## config.mk

```make
export PLATFORM = sky130hd
export DESIGN_NAME = unshifter_seq_flat
export DESIGN_NICKNAME = d
export VERILOG_FILES = /design/src/rtl/unshifter_if.sv /design/src/rtl/unshifter_seq.sv /design/src/flat_wrapper.sv
export SDC_FILE = /design/constraint.sdc
export NUM_CORES = 1
export LEC_CHECK = 0
export BUFFER_PORTS_ARGS = -buffer_cell sky130_fd_sc_hd__buf_2
export CORE_AREA = 2 2 47 49
export DETAILED_ROUTE_END_ITERATION = 8
export DIE_AREA = 0 0 49 51
export SKIP_LAST_GASP = 1
export SLEW_MARGIN = 15
export SYNTH_ARGS = -nofsm -noshare
export SYNTH_HDL_FRONTEND = slang
export SYNTH_SLANG_ARGS = --single-unit
```

## constraint.sdc

```tcl
create_clock -name clk -period 1.4 [get_ports clk]
set_input_delay 0.14 -clock clk [delete_from_list [all_inputs] [get_ports clk]]
set_output_delay 0.14 -clock clk [all_outputs]
set_load 0.01 [all_outputs]
```

## src/rtl/unshifter_if.sv

```systemverilog
// Handshake bundle between the scaling stage, the unshifter and the recovery consumer.
// The slave modport is the unshifter's view of it; the master modport is its environment.
interface unshifter_if #(
  parameter int size = 5
);
  logic            in_valid;
  logic            in_ready;
  logic [size-1:0] data_in;
  logic [1:0]      coefficient;
  logic            out_valid;
  logic            out_ready;
  logic [size-1:0] data_out;
  logic            lost;
  logic            illegal;

  modport slave (
    input  in_valid, data_in, coefficient, out_ready,
    output in_ready, out_valid, data_out, lost, illegal
  );

  modport master (
    output in_valid, data_in, coefficient, out_ready,
    input  in_ready, out_valid, data_out, lost, illegal
  );
endinterface

```

## src/rtl/unshifter_seq.sv

```systemverilog
// Sequential inverse of the coefficient scaling shifter: undoes x2, x4 or /2 one bit per clock.
// It flags any '1' shifted out and passes illegal coefficient codes through untouched.
module unshifter_seq #(
  parameter int size = 5
) (
  input  logic          clk,
  input  logic          rst_n,
  unshifter_if.slave    bus,
  output logic          busy
);

  typedef enum logic [1:0] {
    IDLE  = 2'd0,
    SHIFT = 2'd1,
    DONE  = 2'd2
  } state_t;

  state_t          state_q, state_d;
  logic [size-1:0] data_q, data_d;
  logic [1:0]      cnt_q, cnt_d;
  logic            left_q, left_d;
  logic            lost_q, lost_d;
  logic            illegal_q, illegal_d;

  // State and datapath registers; reset aborts any operation in flight.
  always_ff @(posedge clk) begin
    if (!rst_n) begin
      state_q   <= IDLE;
      data_q    <= {size{1'b0}};
      cnt_q     <= 2'd0;
      left_q    <= 1'b0;
      lost_q    <= 1'b0;
      illegal_q <= 1'b0;
    end else begin
      state_q   <= state_d;
      data_q    <= data_d;
      cnt_q     <= cnt_d;
      left_q    <= left_d;
      lost_q    <= lost_d;
      illegal_q <= illegal_d;
    end
  end

  // Next-state and working-register update.
  always_comb begin
    state_d   = state_q;
    data_d    = data_q;
    cnt_d     = cnt_q;
    left_d    = left_q;
    lost_d    = lost_q;
    illegal_d = illegal_q;
    case (state_q)
      IDLE: begin
        if (bus.in_valid) begin
          data_d    = bus.data_in;
          lost_d    = 1'b0;
          illegal_d = 1'b0;
          // Each code is undone by the opposite shift of the same magnitude.
          case (bus.coefficient)
            2'b00: begin cnt_d = 2'd1; left_d = 1'b0; end
            2'b01: begin cnt_d = 2'd2; left_d = 1'b0; end
            2'b10: begin cnt_d = 2'd1; left_d = 1'b1; end
            default: begin cnt_d = 2'd0; left_d = 1'b0; illegal_d = 1'b1; end
          endcase
          state_d = (bus.coefficient == 2'b11) ? DONE : SHIFT;
        end else begin
          state_d = IDLE;
        end
      end
      SHIFT: begin
        if (left_q) begin
          data_d = {data_q[size-2:0], 1'b0};
          lost_d = lost_q | data_q[size-1];
        end else begin
          data_d = {1'b0, data_q[size-1:1]};
          lost_d = lost_q | data_q[0];
        end
        cnt_d   = cnt_q - 2'd1;
        state_d = (cnt_q == 2'd1) ? DONE : SHIFT;
      end
      DONE: begin
        if (bus.out_ready) begin
          state_d = IDLE;
        end else begin
          state_d = DONE;
        end
      end
      default: begin
        state_d = IDLE;
      end
    endcase
  end

  // Outputs decode directly from registered state, so none of them has a combinational input path.
  always_comb begin
    bus.in_ready  = (state_q == IDLE);
    bus.out_valid = (state_q == DONE);
    busy          = (state_q != IDLE);
    bus.data_out  = data_q;
    bus.lost      = lost_q;
    bus.illegal   = illegal_q;
  end

endmodule

```

## src/flat_wrapper.sv

```systemverilog
// flat-port wrapper written by rule: the top's interface ports become plain ports
module unshifter_seq_flat 
#(
  parameter int size = 5
)
  (clk, rst_n, busy, bus_in_valid, bus_data_in, bus_coefficient, bus_out_ready, bus_in_ready, bus_out_valid, bus_data_out, bus_lost, bus_illegal);
  unshifter_if #(.size(size)) bus_i ();
  input  logic clk;
  input  logic rst_n;
  output logic busy;
  input wire logic [$bits(bus_i.in_valid)-1:0] bus_in_valid;
  input wire logic [$bits(bus_i.data_in)-1:0] bus_data_in;
  input wire logic [$bits(bus_i.coefficient)-1:0] bus_coefficient;
  input wire logic [$bits(bus_i.out_ready)-1:0] bus_out_ready;
  output wire logic [$bits(bus_i.in_ready)-1:0] bus_in_ready;
  output wire logic [$bits(bus_i.out_valid)-1:0] bus_out_valid;
  output wire logic [$bits(bus_i.data_out)-1:0] bus_data_out;
  output wire logic [$bits(bus_i.lost)-1:0] bus_lost;
  output wire logic [$bits(bus_i.illegal)-1:0] bus_illegal;
  assign bus_i.in_valid = bus_in_valid;
  assign bus_i.data_in = bus_data_in;
  assign bus_i.coefficient = bus_coefficient;
  assign bus_i.out_ready = bus_out_ready;
  assign bus_in_ready = bus_i.in_ready;
  assign bus_out_valid = bus_i.out_valid;
  assign bus_data_out = bus_i.data_out;
  assign bus_lost = bus_i.lost;
  assign bus_illegal = bus_i.illegal;
  unshifter_seq #(.size(size)) u_core (.clk(clk), .rst_n(rst_n), .bus(bus_i), .busy(busy));
endmodule
```

# Word-level counts from Yosys, hierarchy flattened
# Cells that the tools add are included.
# op_classes
add_sub_neg	1
n_eq_ne	7
n_mux	16
bitwise_logic	2
n_reduce_logical	8
# op_table
op	n
2-to-1 mux 2 bit	5
2-to-1 mux 5 bit	2
one-hot mux 5 bit (2 select lines)	1
one-hot mux 2 bit (2 select lines)	2
equality test 2 x 1 -> 1 bit (second input constant)	3
equality test 2 bit (second input constant)	3
one-hot mux 2 bit (3 select lines)	1
logical NOT 2 bit	2
2-to-1 mux 1 bit	4
AND reduction 2 bit	2
nonzero test 2 bit	2
OR reduction 3 bit	1
!= test 2 bit (second input constant)	1
bitwise OR 1 bit	2
one-hot mux 1 bit (2 select lines)	1
OR reduction 2 bit	1
subtractor 2 x 1 -> 2 bit (second input constant)	1
# totals
ff_bits	12
input_bits	11
output_inout_bits	10
word_cells	40

# Logic depth before layout (Yosys ltp)
# depth
depth_word	5
depth_mapped	4
ltp_nobuf	4

# Least setup slack after synthesis
# No wires, ideal clock.
# synth_timing
path_kind	register -> register
from	register u_core.left_q
to	register u_core.data_q[1] (netlist: u_core.bus.data_out[1])
t_arrival_ps	1036
t_required_ps	1273
setup_slack_ps	237
path_stages_with_launch	5
path_buffers	1
cell_sequence	dfxtp_1 > clkbuf_1 > mux2_2 > mux2i_1 > o22ai_1
# synth_between
elab_chain_len	2
# synth_rtl
item	line_no	rtl
start: declaration	unshifter_seq.sv:21	logic left_q, left_d;
start signal: assignment	unshifter_seq.sv:38	left_q <= left_d;
2-to-1 mux 5 bit	unshifter_seq.sv:71	if (left_q) begin
one-hot mux 5 bit (2 select lines)	unshifter_seq.sv:52	case (state_q)
end signal: assignment	unshifter_seq.sv:29	data_q <= {size{1'b0}};
end signal: assignment	unshifter_seq.sv:36	data_q <= data_d;
end: declaration	unshifter_seq.sv:19	logic [size-1:0] data_q, data_d;
# Every way passes these cells.
# A chain may end at the register's enable or synchronous reset.

# Worst setup path after layout
# layout_timing
from	register u_core.state_q[0]
to	output bus_out_valid
# layout_between
elab_chain_len	1
# layout_rtl
item	line_no	rtl
start: declaration	unshifter_seq.sv:18	state_t state_q, state_d;
start signal: assignment	unshifter_seq.sv:35	state_q <= state_d;
equality test 2 bit	unshifter_seq.sv:97	bus.out_valid = (state_q == DONE);
end: declaration	flat_wrapper.sv:16	output wire logic [$bits(bus_i.out_valid)-1:0] bus_out_valid;
# Every way passes these cells.

==> run metrics <==
worst slew slack as a fraction of its limit=0.778; multiplexer share of the synthesized area=0.113; number of buffers inserted to repair setup after CTS=0; H-tree depth reported by CTS=1; TritonCTS sink count=12; static leakage power=approximately 0.37 nW; drt drc=0; Critical Path RT=~1.3 ns; iteration count of the initial detailed-routing pass=2; number of warnings issued by yosys=0; WL final=~1500 um; peak ir drop on the vdd network=~0.43 mV; delay of the slowest cell on the worst path=0.35 ns; drt wl/cell=roughly 12 um; compound-cell area share of the yosys netlist=0.210; startpoint of the tightest hold check path=bus_data_in[1]; weighted congestion at the end of routability-driven global placement=around 0.72; Clk Tree Root Cell=sky130_fd_sc_hd__clkbuf_4; Worst path slowest cell=sky130_fd_sc_hd__dfxtp_1; Core Box Area=just over 0.002 mm^2; hold crit path type=in -> reg; crit path capture type=output port; startpoint of the most critical register-to-register path=u_core.state_q[0]; starting utilization of the core area=0.323; detailed-route via count=610; chain of cells forming the critical path=buf_4, and2b_1, buf_2; post-synthesis share of cell area spent on full adders, half adders and majority gates=0.0188; hold violation total from the final report=0; max-capacitance violation count=0; PwrDens=1020 mW/mm^2; synthesized area per cell=9.01 um^2; Synth Cell Area=~670 um^2; Simple-Gate Fraction of Synth Area=0.216; GRT Util Overall=0.145; number of antenna violations at the first check in global routing=0; clk buf depth=2; critical path start-end classification=reg -> out; average vias per placed instance=4.92; Total Power Consumption=between 800 and 900 uW; TritonCTS clock tree=done; Post-Syn Instances=74; worst setup skew after layout=about 0.0013 ns; number of DRC markers in iteration 0=5; Largest delay share family, worst path=flip-flops; post-route non-filler standard cell count=between 100 and 150; count of antenna diodes in the layout=0; unrepaired setup endpoints after global routing=false; Vert. Die Dim=about 51 um; fraction of final layout cells with drive strength greater than 1=0.406; Final min period=around 1.3 ns; count of nets after finishing=110; combinational family with the most area after synthesis=simple AND/OR/NAND/NOR gates; wire length of the first global-routing pass=roughly 2700 um; num ports=21; summed area of non-filler cells in the final layout=826 um^2; total negative slack=0 ns; result of the run=completed; number of buffers inserted by port buffering=20; register bit total from synthesis=12; total nets after synthesis=86; number of endpoints failing setup at the final stage=0; area after detailed placement=~800 um^2; largest net degree at the start of global routing=12; share of the clock period used by the worst path after layout=0.906; buffering stage count on the worst path with inverters included=2; clock slew seen by the registers of the worst setup and hold paths=approximately 0.07 ns; Cell Rows=17; overall die width=between 40 and 50 um; startpoint kind of the worst setup timing path=register; number of instances on the worst hold path=3; xor and xnor fraction of the mapped netlist area=0; CTS Hold Bufs=0; Layout fillers=233; post-detail-place hpwl=~1200 um; endpoint of the worst-slack reg-to-reg timing path=u_core.bus.lost; number of global-route vias before repair=613; synthesis-to-finish area growth=23.8%; overflow left after global routing=0; Hold Crit Endpoint=u_core.bus.data_out[1]; logic depth of the worst register-to-register path=4; area enclosed by the die boundary=around 0.0025 mm^2; pin slew with the least headroom to its limit=about 0.33 ns; pins over their slew limit=0; critical path peak fanout=8; library cells used by synthesis=28; internal reg-to-reg setup slack=0.16 ns; number of instances resized during post-cts repair=0; cell count after placement=between 100 and 150; clock latency on the worst-skew pair=about 0.27 ns; antenna-violating nets left=0; arrival time at the worst endpoint=1.13 ns; number of buffers created by CTS=3; sequential area share after synthesis=0.360; f_max=around 800 MHz
-- tightest hold or removal path, stage by stage --
cell and delay, ns:
sky130_fd_sc_hd__buf_2 0.08, sky130_fd_sc_hd__mux2i_1 0.05, sky130_fd_sc_hd__o22ai_1 0.10
-- registers in the layout, indices dropped and copies added, names as in the netlist --
name                 flops
u_core.state_q           2
u_core.bus.illegal       1
u_core.cnt_q             2
u_core.bus.data_out      5
u_core.bus.lost          1
u_core.left_q            1
-- cells in the mapped netlist --
master / n / area share
sky130_fd_sc_hd__clkbuf_1: 1 / 0.0056
sky130_fd_sc_hd__nor2_2: 1 / 0.0094
sky130_fd_sc_hd__o221a_2: 4 / 0.068
sky130_fd_sc_hd__and2b_1: 1 / 0.011
sky130_fd_sc_hd__nor3b_2: 1 / 0.019
sky130_fd_sc_hd__o21ai_0: 3 / 0.023
sky130_fd_sc_hd__nor3_1: 1 / 0.0075
sky130_fd_sc_hd__or2b_1: 1 / 0.011
sky130_fd_sc_hd__buf_2: 2 / 0.015
sky130_fd_sc_hd__nand2_1: 3 / 0.017
sky130_fd_sc_hd__nand3b_1: 2 / 0.023
sky130_fd_sc_hd__nor2_1: 3 / 0.017
sky130_fd_sc_hd__mux2i_1: 3 / 0.045
sky130_fd_sc_hd__or3b_1: 1 / 0.013
sky130_fd_sc_hd__nor2b_1: 4 / 0.038
sky130_fd_sc_hd__mux2_2: 4 / 0.068
sky130_fd_sc_hd__a2bb2oi_1: 2 / 0.026
sky130_fd_sc_hd__or3_4: 1 / 0.017
sky130_fd_sc_hd__a22oi_1: 2 / 0.023
sky130_fd_sc_hd__o22ai_1: 3 / 0.028
sky130_fd_sc_hd__a221oi_1: 1 / 0.013
sky130_fd_sc_hd__nand2b_1: 2 / 0.019
sky130_fd_sc_hd__ha_1: 1 / 0.019
sky130_fd_sc_hd__inv_1: 8 / 0.045
sky130_fd_sc_hd__a21oi_1: 4 / 0.030
sky130_fd_sc_hd__buf_6: 1 / 0.017
sky130_fd_sc_hd__nand3_1: 2 / 0.015
sky130_fd_sc_hd__dfxtp_1: 12 / 0.36
-- per-layer routing --
metal / part of all wire / global-route usage / wire length [um]
met1: 0.43 / 0.152 / 637
met2: 0.51 / 0.263 / 756
met3: 0.060 / 0.0556 / 90
met4: 0.0060 / 0.0571 / 9
met5: 0 / 0 / 0
-- cells by family after synthesis --
| family | Yosys count |
|---|---|
| compound gates | 19 |
| fa+ha+maj | 1 |
| buf+inv | 12 |
| flops | 12 |
| mux | 7 |
| simple gates | 23 |
-- worst max path at each step --
| stage | start | end | slack, ns | cells after the start |
|---|---|---|---|---|
| after CTS | u_core.state_q[1] | u_core.state_q[1] | 0.07 | 3 |
| after global routing | u_core.state_q[0] | bus_out_valid | 0.04 | 3 |
| final | u_core.state_q[0] | bus_out_valid | 0.13 | 3 |
| after detailed placement | u_core.state_q[1] | u_core.state_q[1] | 0.1 | 3 |
| after global placement | u_core.state_q[1] | u_core.state_q[1] | 0.15 | 3 |
| after floorplan | u_core.left_q | u_core.bus.data_out[1] | 0.24 | 4 |
-- stage by stage --
step	util	worst slack, ns	hold slack, ns
after global placement	0.388	0.152	0.414
after detailed placement	0.388	0.0981	0.424
after CTS	0.398	0.0674	0.143
after global routing	0.400	0.0406	0.156
after floorplan	-	0.237	0.287
final	0.400	0.131	0.141
-- layout by cell type (no fill, tap or decap), types with 3 or more instances in the layout --
cell type / count
sky130_fd_sc_hd__a21oi_1: 4
sky130_fd_sc_hd__buf_2: 20
sky130_fd_sc_hd__buf_4: 3
sky130_fd_sc_hd__clkbuf_4: 3
sky130_fd_sc_hd__dfxtp_1: 11
sky130_fd_sc_hd__inv_1: 8
sky130_fd_sc_hd__mux2_2: 4
sky130_fd_sc_hd__mux2i_1: 3
sky130_fd_sc_hd__nand2_1: 3
sky130_fd_sc_hd__nor2_1: 3
sky130_fd_sc_hd__nor2b_1: 3
sky130_fd_sc_hd__o21ai_0: 3
sky130_fd_sc_hd__o221a_2: 4
sky130_fd_sc_hd__o22ai_1: 3
-- power breakdown --
group          switching (mW)  total, mW  internal [mW]
clock                   0.109      0.209         0.0995
combinational           0.107      0.226          0.119
sequential             0.0320      0.406          0.374
-- cell type report --
type	instances	area, um^2	area share
well taps	28	35.0	0.0424
clock buffers	3	22.5	0.0273
repair buffers	23	123	0.148
flip-flops and latches	12	241	0.292
multi-input cells	50	374	0.453
inverters	8	30.0	0.0364
Note: power is estimated with default switching activity, not from simulation.
